==> config.mk <==
export PLATFORM = sky130hd
export DESIGN_NAME = hazard_ctrl
export DESIGN_NICKNAME = d
export VERILOG_FILES = /design/src/rtl/hazard_ctrl_pkg.sv /design/src/rtl/hazard_ctrl_sat_counter.sv /design/src/rtl/hazard_ctrl.sv
export SDC_FILE = /design/constraint.sdc
export NUM_CORES = 1
export LEC_CHECK = 0
export CORE_MARGIN = 8
export CORE_UTILIZATION = 50
export DETAILED_ROUTE_END_ITERATION = 12
export PLACE_DENSITY_LB_ADDON = 0.2
export SYNTH_ARGS = -nofsm -noshare
export SYNTH_HDL_FRONTEND = slang
export SYNTH_HIERARCHICAL = 1
export SYNTH_SLANG_ARGS = --single-unit
export TNS_END_PERCENT = 100
==> constraint.sdc <==
create_clock -name clk -period 5.7 [get_ports clk]
set_clock_uncertainty 0.15 [all_clocks]
set_input_delay 0.57 -clock clk [delete_from_list [all_inputs] [get_ports clk]]
set_output_delay 0.57 -clock clk [all_outputs]
set_load 0.03 [all_outputs]
==> src/rtl/hazard_ctrl_pkg.sv <==
`default_nettype none
//==============================================================================
// Module      : hazard_ctrl_pkg
// Description : Shared pipeline definitions for the hazard/flush controller:
//               FSM state encoding, register-field width and the $zero index.
// Revision    : 1.0  initial release
//==============================================================================
package hazard_ctrl_pkg;

    // Width of a register-file index field (rs/rt/rd)
    localparam int          REG_W    = 5;
    // Register 0 is hard-wired to zero, so it can never carry a hazard
    localparam logic [4:0]  REG_ZERO = 5'd0;

    typedef enum logic [0:0] {
        ST_RUN   = 1'b0,
        ST_FLUSH = 1'b1
    } hz_state_e;

endpackage : hazard_ctrl_pkg
`default_nettype wire

==> src/rtl/hazard_ctrl_sat_counter.sv <==
`default_nettype none
//==============================================================================
// Module      : sat_counter
// Description : Saturating up-counter with synchronous clear.
//               clr has priority over inc; count sticks at all-ones.
// Ports       : clk, rst (async, active-high), inc, clr -> count[WIDTH-1:0]
// Revision    : 1.0  initial release
//==============================================================================
module sat_counter #(
    parameter int WIDTH = 32
) (
    input  logic             clk,
    input  logic             rst,
    input  logic             inc,
    input  logic             clr,
    output logic [WIDTH-1:0] count
);

    logic [WIDTH-1:0] r_count;
    logic             w_at_max;

    assign w_at_max = &r_count;

    always_ff @(posedge clk or posedge rst) begin
        if (rst) begin
            r_count <= '0;
        end else if (clr) begin
            r_count <= '0;
        end else if (inc && !w_at_max) begin
            r_count <= r_count + 1'b1;
        end
    end

    assign count = r_count;

endmodule : sat_counter
`default_nettype wire

==> src/rtl/hazard_ctrl.sv <==
`default_nettype none
//==============================================================================
// Module      : hazard_ctrl
// Description : Hazard and flush controller for a 5-stage MIPS pipeline.
//               Detects load-use hazards between ID and EX (single bubble),
//               sequences branch-taken flush windows of FLUSH_CYCLES cycles
//               and keeps saturating stall/flush cycle counters.
// Ports       : clk, rst (async, active-high)
//               id_rs/id_rt/id_use_rs/id_use_rt   : ID-stage operand usage
//               idex_mem_read/idex_rt             : load in EX and its dest
//               ex_branch_taken                   : branch resolved taken
//               cnt_clr                           : clear perf counters
//               pc_hold/ifid_hold/ifid_flush/idex_stall : combinational ctrl
//               flushing                          : registered FLUSH state
//               stall_cycles/flush_cycles         : saturating counters
// Revision    : 1.0  initial release
//==============================================================================
module hazard_ctrl
    import hazard_ctrl_pkg::*;
#(
    parameter int FLUSH_CYCLES = 1,
    parameter int CNT_W        = 32
) (
    input  logic             clk,
    input  logic             rst,
    input  logic [4:0]       id_rs,
    input  logic [4:0]       id_rt,
    input  logic             id_use_rs,
    input  logic             id_use_rt,
    input  logic             idex_mem_read,
    input  logic [4:0]       idex_rt,
    input  logic             ex_branch_taken,
    input  logic             cnt_clr,
    output logic             pc_hold,
    output logic             ifid_hold,
    output logic             ifid_flush,
    output logic             idex_stall,
    output logic             flushing,
    output logic [CNT_W-1:0] stall_cycles,
    output logic [CNT_W-1:0] flush_cycles
);

    // Remaining FLUSH cycles after the branch cycle itself
    localparam logic [3:0] FCNT_INIT  = 4'(FLUSH_CYCLES - 1);
    localparam logic       MULTI_FLSH = (FLUSH_CYCLES > 1);

    hz_state_e   r_state;
    hz_state_e   w_state_nxt;
    logic [3:0]  r_fcnt;
    logic [3:0]  w_fcnt_nxt;

    logic        w_lu;
    logic        w_stall_inc;

    //--------------------------------------------------------------------------
    // Load-use detection: a load in EX writing a non-zero register that the
    // ID instruction actually reads.
    //--------------------------------------------------------------------------
    assign w_lu = idex_mem_read && (idex_rt != REG_ZERO) &&
                  ((id_use_rs && (id_rs == idex_rt)) ||
                   (id_use_rt && (id_rt == idex_rt)));

    //--------------------------------------------------------------------------
    // State register
    //--------------------------------------------------------------------------
    always_ff @(posedge clk or posedge rst) begin
        if (rst) begin
            r_state <= ST_RUN;
            r_fcnt  <= 4'd0;
        end else begin
            r_state <= w_state_nxt;
            r_fcnt  <= w_fcnt_nxt;
        end
    end

    //--------------------------------------------------------------------------
    // Next-state and control outputs
    //--------------------------------------------------------------------------
    always_comb begin
        w_state_nxt = r_state;
        w_fcnt_nxt  = r_fcnt;
        pc_hold     = 1'b0;
        ifid_hold   = 1'b0;
        ifid_flush  = 1'b0;
        idex_stall  = 1'b0;
        w_stall_inc = 1'b0;

        if (rst) begin
            // ID/EX has no reset of its own; keep loading bubbles into it
            idex_stall = 1'b1;
        end else begin
            case (r_state)
                ST_RUN: begin
                    if (ex_branch_taken) begin
                        // PC must be free to load the branch target
                        ifid_flush = 1'b1;
                        idex_stall = 1'b1;
                        if (MULTI_FLSH) begin
                            w_state_nxt = ST_FLUSH;
                            w_fcnt_nxt  = FCNT_INIT;
                        end
                    end else if (w_lu) begin
                        // One bubble; the bubble clears idex_mem_read so the
                        // hazard is not seen again next cycle
                        pc_hold     = 1'b1;
                        ifid_hold   = 1'b1;
                        idex_stall  = 1'b1;
                        w_stall_inc = 1'b1;
                    end
                end
                ST_FLUSH: begin
                    // EX holds only bubbles here, so hazards/branches are moot
                    ifid_flush = 1'b1;
                    idex_stall = 1'b1;
                    w_fcnt_nxt = r_fcnt - 4'd1;
                    if (r_fcnt == 4'd1) begin
                        w_state_nxt = ST_RUN;
                    end
                end
                default: begin
                    w_state_nxt = ST_RUN;
                end
            endcase
        end
    end

    assign flushing = (r_state == ST_FLUSH);

    //--------------------------------------------------------------------------
    // Performance counters
    //--------------------------------------------------------------------------
    sat_counter #(
        .WIDTH (CNT_W)
    ) u_stall_cnt (
        .clk   (clk),
        .rst   (rst),
        .inc   (w_stall_inc),
        .clr   (cnt_clr),
        .count (stall_cycles)
    );

    sat_counter #(
        .WIDTH (CNT_W)
    ) u_flush_cnt (
        .clk   (clk),
        .rst   (rst),
        .inc   (ifid_flush),
        .clr   (cnt_clr),
        .count (flush_cycles)
    );

endmodule : hazard_ctrl
`default_nettype wire

==> flow_metrics.env <==
export IMPL_firstDrtPassIters=5
export IMPL_core_area_um2=8051
export IMPL_rows=33
export IMPL_seq_area_frac_synth_pct=42.27
export IMPL_layout_cells_non_filler=643
export IMPL_drt_iter0_markers=281
export IMPL_h_tree_depth=3
export IMPL_crit_path_frequent_cell="clkdlybuf4s50_1"
export IMPL_relSlewSlack_pct=36.93
export IMPL_die_area_um2=11320
export IMPL_hp_start="r_fcnt[3]$_DFFE_PP0P_"
export IMPL_wire_per_inst_um=16.59
export IMPL_vias=3874
export IMPL_maxCapViolCount=0
export IMPL_synth_cells=449
export IMPL_max_stage_delay_ps=700
export IMPL_clk_insertion_delay_late_ps=340
export IMPL_p_per_area_nw_per_um2=195.8
export IMPL_critical_path_buf_inv_count=3
export IMPL_status="finished, final reports clean"
export IMPL_ys_ff_latch=69
export IMPL_async_flop_share_pct=100.0
export IMPL_clk_pin_slew_ps=70
export IMPL_grt_pass1_vias=3771
export IMPL_antenna_found_initial=0
export IMPL_worstMarginPinSlew_ps=942.9
export IMPL_crit_slowest_cell="clkdlybuf4s50_1"
export IMPL_crit_fanout=12
export IMPL_worstSetupPathType="input port to output port"
export IMPL_syn_to_final_growth_pct=27.60
export IMPL_synth_nets=475
export IMPL_die_h_um=106.4
export IMPL_rr_startpoint="flushing$_DFFE_PP0N_"
export IMPL_grt_pass1_wl_mm=18.19
export IMPL_num_antenna_cells=0
export IMPL_min_path_cells=1
export IMPL_ctsResizeCount=0
export IMPL_synthAdderAreaFrac_pct=1.225
export IMPL_post_cts_buffers=0
export IMPL_fin_crit_ps=3532
export IMPL_initial_utilization_pct=50.74
export IMPL_slew_viol_final=0
export IMPL_hp_class="register to register"
export IMPL_hold_violations=0
export IMPL_worstSetupEndpointType="output port"
export IMPL_critPathTopFamily="buffers and inverters"
export IMPL_netlist_area_um2=4085
export IMPL_synth_compound_area_share_pct=14.24
export IMPL_rsz0062_at_grt="no"
export IMPL_fin_nets=561
export IMPL_ir_drop_mv=0.1347
export IMPL_setup_ws_ps=2168
export IMPL_setup_violations=0
export IMPL_cts_made_buffers=9
export IMPL_pin_count=91
export IMPL_clock_path_buffers=2
export IMPL_finish_utilization_pct=64.74
export IMPL_cts_tree="built"
export IMPL_dp_cells=629
export IMPL_holdBufCountCts=0
export IMPL_place_gp_congestion=0.8426
export IMPL_leakage_nw=1.943
export IMPL_start_kind="input port"
export IMPL_synth_simple_area_share_pct=28.15
export IMPL_drive_gt1_share_pct=9.294
export IMPL_synth_xor_area_share_pct=7.075
export IMPL_clock_sinks=69
export IMPL_avgSynthCellArea_um2=9.098
export IMPL_totalWireLength_mm=10.67
export IMPL_cts_root_buf="clkbuf_8"
export IMPL_ant_nets=0
export IMPL_dp_worst_setup_slack_ps=2161
export IMPL_synth_main_ff_cell="dfrtp_1"
export IMPL_dpl_hpwl_mm=7.717
export IMPL_worstPathCellList="clkdlybuf4s50_1, xor2_1, nor4_1, a32oi_1, nor3b_2, buf_4, clkdlybuf4s50_1"
export IMPL_track_usage_pct=19.26
export IMPL_synth_edff_count=0
export IMPL_drc=0
export IMPL_critPathRequiredTime_ps=4980
export IMPL_fin_crit_sh_pct=61.97
export IMPL_tns_ps=0
export IMPL_synth_cell_type_count=48
export IMPL_grt_max_degree=43
export IMPL_whs_endpoint="r_fcnt[3]$_DFFE_PP0P_"
export IMPL_timing_rr_end="u_flush_cnt/count[12]$_DFFE_PP0P_"
export IMPL_critPathArrivalTime_ps=2810
export IMPL_synth_top_family_by_area="simple AND/OR/NAND/NOR gates"
export IMPL_hold_slack_ps=335.8
export IMPL_overflow=0
export IMPL_reg2regPathDepth=6
export IMPL_die_w_um=106.4
export IMPL_synth_warnings=6
export IMPL_vias_per_cell=6.025
export IMPL_r2r_slack_ps=2930
export IMPL_port_buffer_count=90
export IMPL_synth_mux_area_share_pct=3.247
export IMPL_fmax_mhz=283.1
==> worst register-to-register path: stages, from the launching register on <==
cell and delay (ps):
dfrtp_1 440, nor2_1 70, nor2_1 640, nand3_1 470, a311oi_1 580, a31o_2 220, a21oi_1 50
==> logic make-up (layout without fill, tap and decap cells) <==
| family | count (synthesis) | after routing |
|---|---|---|
| fa+ha+maj | 4 | 4 |
| xor+xnor | 33 | 33 |
| buf+inv | 35 | 124 |
| simple gates | 209 | 209 |
| mux | 12 | 12 |
| compound gates | 87 | 87 |
| flops | 69 | 69 |
==> synth_stat cells, types with 6 or more instances <==
library cell	number	area [µm²]
a2111oi_0	6	52.55
a211oi_1	6	45.04
a21oi_1	30	150.1
and3_1	8	50.05
clkbuf_1	12	45.04
dfrtp_1	69	1727
inv_1	16	60.06
mux2_1	6	67.56
nand2_1	24	90.09
nand3_1	29	145.1
nand4_1	16	100.1
nor2_1	51	191.4
nor2b_1	12	75.07
nor3_1	9	45.04
nor4_1	16	100.1
o21ai_0	21	105.1
o31ai_1	6	45.04
or3_1	10	62.56
or3_2	10	75.07
xnor2_1	16	140.1
xor2_1	17	148.9
==> stage by stage <==
step | instance area (µm²) | total power (W)
after detailed placement | 5047 | 0.0006807
after global routing | 5213 | 0.001075
after global placement | 5047 | 0.0006739
final | 5213 | 0.001020
after floorplan | 4085 | 0.0006256
after CTS | 5213 | 0.001035
==> registers in the layout, summed over array words and instances, names as in the netlist <==
name	flops
flushing	1
r_fcnt	4
u_flush_cnt/count	32
u_stall_cnt/count	32
==> worst max-delay path by stage <==
stage / start / end / cells after the start
floorplan: idex_rt[3] / u_stall_cnt/count[12]$_DFFE_PP0P_ / 9
CTS: idex_rt[2] / ifid_hold / 7
finish: idex_rt[2] / ifid_hold / 7
global route: idex_rt[2] / ifid_hold / 7
detailed placement: idex_rt[2] / u_stall_cnt/count[22]$_DFFE_PP0P_ / 10
global placement: idex_rt[3] / pc_hold / 7
==> power by group <==
group	leakage, nW	switching (W)	internal, W
Clock	0.0881	0.000175	0.000176
Combinational	0.901	0.0000786	0.0000571
Sequential	0.954	0.0000239	0.000510
==> area by class of cell <==
type | count | area (µm²)
fillers | 709 | 2839
multi-input cells | 345 | 2203
flip-flops and latches | 69 | 1727
repair buffers | 94 | 925.9
clock buffers | 12 | 155.1
well taps | 105 | 131.4
inverters | 16 | 60.06
clock inverters | 2 | 10.01
==> layout by cell type (no fill, tap or decap), types with 3 or more instances in the layout <==
cell type,instances
dfrtp_1,69
clkbuf_8,11
or3_2,10
nor2_1,51
ha_1,4
a2111oi_0,6
nor3_1,9
nand2_1,24
xnor2_1,16
clkdlybuf4s50_1,89
mux2_2,4
buf_4,4
or3_1,10
nand3_1,29
nor2b_1,12
o2111ai_1,4
a21oi_1,30
or4_1,4
inv_1,16
o31ai_1,6
and3_1,8
a31oi_1,3
and4_1,4
nand4_1,16
nor4_1,16
xor2_1,17
o21ai_0,21
a211oi_1,6
a31o_2,4
mux2_1,6
==> layer usage <==
metal	GRT usage, %	vias to the layer above	wire [µm]
li1	-	1820	-
met1	24.09	1932	4625
met2	31.10	111	5185
met3	6.050	11	752
met4	5.930	0	107
met5	0	-	0
Note: power is estimated with default switching activity, not from simulation.
